**src/rtl/crc_pkg.sv**
```systemverilog
// -----------------------------------------------------------------------------
// crc_pkg
// Shared definitions for the 3-bit CRC (poly x^3+1) generator/checker family.
//   CRC_W      : CRC width (3)
//   CRC_POLY   : generator polynomial, x^3 + 1
//   FOLD_MAX_W : widest data word crc_fold() accepts (zero-extend narrower words)
//   crc_state_e: serial checker FSM states
//   crc_fold() : reference parallel CRC. Because x^3 == 1 mod (x^3+1), the
//                remainder of data*x^3 is the XOR-fold of data bits by i mod 3.
// -----------------------------------------------------------------------------
package crc_pkg;

   localparam int         CRC_W      = 3;
   localparam logic [3:0] CRC_POLY   = 4'b1001;
   localparam int         FOLD_MAX_W = 64;

   typedef enum logic [0:0] {
      IDLE  = 1'b0,
      SHIFT = 1'b1
   } crc_state_e;

   // Bit j of the result is the XOR of every data[i] with i mod 3 == j.
   function automatic logic [CRC_W-1:0] crc_fold(input logic [FOLD_MAX_W-1:0] data);
      logic [CRC_W-1:0] acc;
      logic [1:0]       j;
      acc = 3'b000;
      for (int i = 0; i < FOLD_MAX_W; i++) begin
         j      = 2'(i % CRC_W);
         acc[j] = acc[j] ^ data[i];
      end
      return acc;
   endfunction

endpackage

```
**src/rtl/crc_residue_ser.sv**
```systemverilog
// -----------------------------------------------------------------------------
// crc_residue_ser
// Serial remainder register for division by CRC_POLY, one bit per enabled cycle.
// Ports:
//   clk, rst_n : clock, asynchronous active-low reset
//   seed       : load the residue as if this bit were the first of a codeword
//   shift      : fold ser_bit into the running residue
//   clear      : return the residue to zero (highest priority)
//   ser_bit    : incoming codeword bit
//   shift_val  : residue after folding ser_bit in (combinational), used by the
//                parent to judge the final bit without waiting a cycle
// -----------------------------------------------------------------------------
module crc_residue_ser
   import crc_pkg::*;
(
   input  logic             clk,
   input  logic             rst_n,
   input  logic             seed,
   input  logic             shift,
   input  logic             clear,
   input  logic             ser_bit,
   output logic [CRC_W-1:0] shift_val
);

   logic [CRC_W-1:0] residue_r;
   logic [CRC_W-1:0] fb_s;
   logic [CRC_W-1:0] bit_ext_s;
   logic [CRC_W-1:0] seed_val_s;

   // Next-residue arithmetic: shift left, feed back the MSB through the poly taps.
   always_comb begin
      bit_ext_s  = {{(CRC_W-1){1'b0}}, ser_bit};
      fb_s       = {CRC_W{residue_r[CRC_W-1]}} & CRC_POLY[CRC_W-1:0];
      shift_val  = {residue_r[CRC_W-2:0], 1'b0} ^ fb_s ^ bit_ext_s;
      // A first bit divides into an empty remainder, leaving just that bit.
      seed_val_s = bit_ext_s;
   end

   // Residue register.
   always_ff @(posedge clk or negedge rst_n) begin
      if (!rst_n) begin
         residue_r <= {CRC_W{1'b0}};
      end else if (clear) begin
         residue_r <= {CRC_W{1'b0}};
      end else if (seed) begin
         residue_r <= seed_val_s;
      end else if (shift) begin
         residue_r <= shift_val;
      end else begin
         residue_r <= residue_r;
      end
   end

endmodule

```
**config.mk**
```make
export PLATFORM = sky130hd
export DESIGN_NAME = crc_residue_ser
export DESIGN_NICKNAME = d
export VERILOG_FILES = /design/src/rtl/crc_pkg.sv /design/src/rtl/crc_residue_ser.sv
export SDC_FILE = /design/constraint.sdc
export NUM_CORES = 1
export LEC_CHECK = 0
export ABC_AREA = 1
export CORE_AREA = 5 5 42 44
export CTS_BUF_LIST = sky130_fd_sc_hd__clkbuf_8 sky130_fd_sc_hd__clkbuf_16
export CTS_CLUSTER_DIAMETER = 60
export CTS_CLUSTER_SIZE = 28
export DETAILED_ROUTE_END_ITERATION = 10
export DIE_AREA = 0 0 47 49
export RECOVER_POWER = 100
export SLEW_MARGIN = 20
export SYNTH_ARGS = -nofsm -noshare
export SYNTH_HDL_FRONTEND = slang
export SYNTH_SLANG_ARGS = --single-unit
```
**constraint.sdc**
```tcl
create_clock -name clk -period 1.65 [get_ports clk]
set_input_delay 0.2475 -clock clk [delete_from_list [all_inputs] [get_ports clk]]
set_output_delay 0.2475 -clock clk [all_outputs]
set_load 0.01 [all_outputs]
```
==> impl_metrics.ini <==
[outcome]
status = complete, no violations

[pwr]
irDropWorstVdd_mv = 0.274
power_mw = 0.323
power.density_nw_per_um2 = 1030
leakage_nw = 0.171

[worst_setup_path]
crit_fanout = 3
crit_chain = dlygate4sd3_1
worstPathArrival_ns = 1.20
critPathTopFamily = buffers and inverters
critPathKind = register to output pin
cp_slowest_cell = dlygate4sd3_1
cp_num_cells = 1
reg2reg_depth = 4
critPathCaptureType = output pin
slowest_delay_ns = 0.61
startpoint_type = register
required_ns = 1.40
path_buf_inv = 1
startpoint = residue_r[0]
reg2reg_from = residue_r[2]

[final_layout]
drive_gt1_frac = 0.0789
syn_to_final_growth_pct = 71.2
nets = 45
fin_area_um2 = 313
reg_top3 = residue_r (3)
largest_reg_flops = 3
post-route-util = 0.223
num_antenna_cells = 0
top_register = residue_r
nFillCells = 166

[floorplanning]
die_w_um = 47
rows = 14
die_area_um2 = 2300
core-area_um2 = 1400
pin_count = 9
initial_utilization = 0.130
die_y_um = 49

[clocking]
cts_root_buf = clkbuf_8
htree_levels = 1
cts_tree = yes
postCtsResizedCells = 0
clockBufferDepth = 2
post_cts_buffers = 0
worstSkewPairLatency_ns = 0.21
clk_pin_slew_ns = 0.03
numCtsBuffers = 3
numClockSinks = 3
postCtsHoldBufs = 0

[timing]
hold_viol = 0
layout_min_cycle_time_ns = 1.45
tightest_slew_ns = 0.184
setup_tns_ns = 0
setup_viol = 0
timing.final.crit_share = 0.878
skew_ns = 0.000295
rsz0062_at_grt = no
finalMaxSlewViolations = 0
final.setup.worst_slack_ns = 0.201
max_freq_ghz = 0.690
relSlewSlack = 0.877

[global_route]
met1_usage = 0.0465
grt_pass1_vias = 195
grt_util_met3 = 0.0332
grt_overflow_total = 0
grtUsageTotal = 0.0480
busiest_layer = met2
grt_pass1_wl_um = 710
antenna_found_initial = 0
grt_max_degree = 5
grtUsageMet2 = 0.0588

[yosys]
yosysUniqueCellTypes = 7
synth_nets = 34
synth-seq-area-share = 0.411
syn-cell-area_um2 = 183
ys_warn_count = 0
syn_avg_cell_area_um2 = 6.52
syn_inst = 28
synth-seq-cells = 3

[placed_design]
pre_cts_ws_ns = 0.0130
post-dp-hpwl_um = 353
place_area_um2 = 268
gp_congestion = 0.735
port_buffers = 8

[detailed_routing]
postRouteAntennaNets = 0
dr.pass1.iters = 3
vias = 197
viasPerCell = 3.65
dr.first_iter.drc_count = 5
drc = 0
wl_um = 417
wire_per_inst_um = 7.72

[worst_hold_path]
min_path_type = input port to async pin

[run]
max-cap-violations = 0
## final timing paths
path	endpoint	slack [ns]
worst max-delay path	shift_val[1]	0.20
worst min-delay path	residue_r[0]	0.29
worst max register to register	residue_r[0]	0.89
worst min register to register	residue_r[0]	0.53
max in group asynchronous	residue_r[1]	1.21
min in group clk	residue_r[0]	0.53
## power breakdown
part | leakage [nW] | switching, mW | internal [mW]
clock network | 0.0269 | 0.0455 | 0.158
logic | 0.103 | 0.0177 | 0.0211
registers | 0.0403 | 0.00269 | 0.0778
## kinds of logic after synthesis
| kind of cell | share of synthesized area |
|---|---|
| simple gates | 0.329 |
| buf+inv | 0.205 |
| flops | 0.411 |
| compound gates | 0.0548 |
## metrics by stage
step / hold slack [ns] / instances
floorplan: -0.0481 / 28
global placement: 0.440 / 50
detailed placement: 0.448 / 50
CTS: 0.221 / 54
global route: 0.292 / 54
finish: 0.293 / 54
## final cells by class
type | instances | area [µm²] | area share
multi-input combinational | 17 | 70.1 | 0.224
clock buffer | 3 | 41.3 | 0.132
clock inverter | 1 | 3.75 | 0.0120
sequential | 3 | 75.1 | 0.240
tap | 16 | 20.0 | 0.0640
timing repair buffer | 8 | 80.1 | 0.256
inverter | 6 | 22.5 | 0.0720
## Yosys cell counts
| library cell | number | area (µm²) |
|---|---|---|
| nand2_1 | 7 | 26.3 |
| inv_1 | 6 | 22.5 |
| nor2_1 | 5 | 18.8 |
| dfrtp_1 | 3 | 75.1 |
| nand3_1 | 3 | 15.0 |
| buf_4 | 2 | 15.0 |
| o21ai_0 | 2 | 10.0 |
## routing by layer
layer / vias up / wire length [µm]
li1: 101 / -
met1: 90 / 173
met2: 6 / 205
met3: 0 / 39
met4: 0 / 0
met5: - / 0
## cell usage in the layout, fill, tap and decap left out
cell type and n:
nand2_1 7, inv_1 7, clkdlybuf4s25_1 1, nand3_1 3
nor2_1 5, dlygate4sd3_1 4, clkdlybuf4s50_1 3, o21ai_0 2
dfrtp_1 3, clkbuf_8 3
Power figures use the tool's default switching activity.
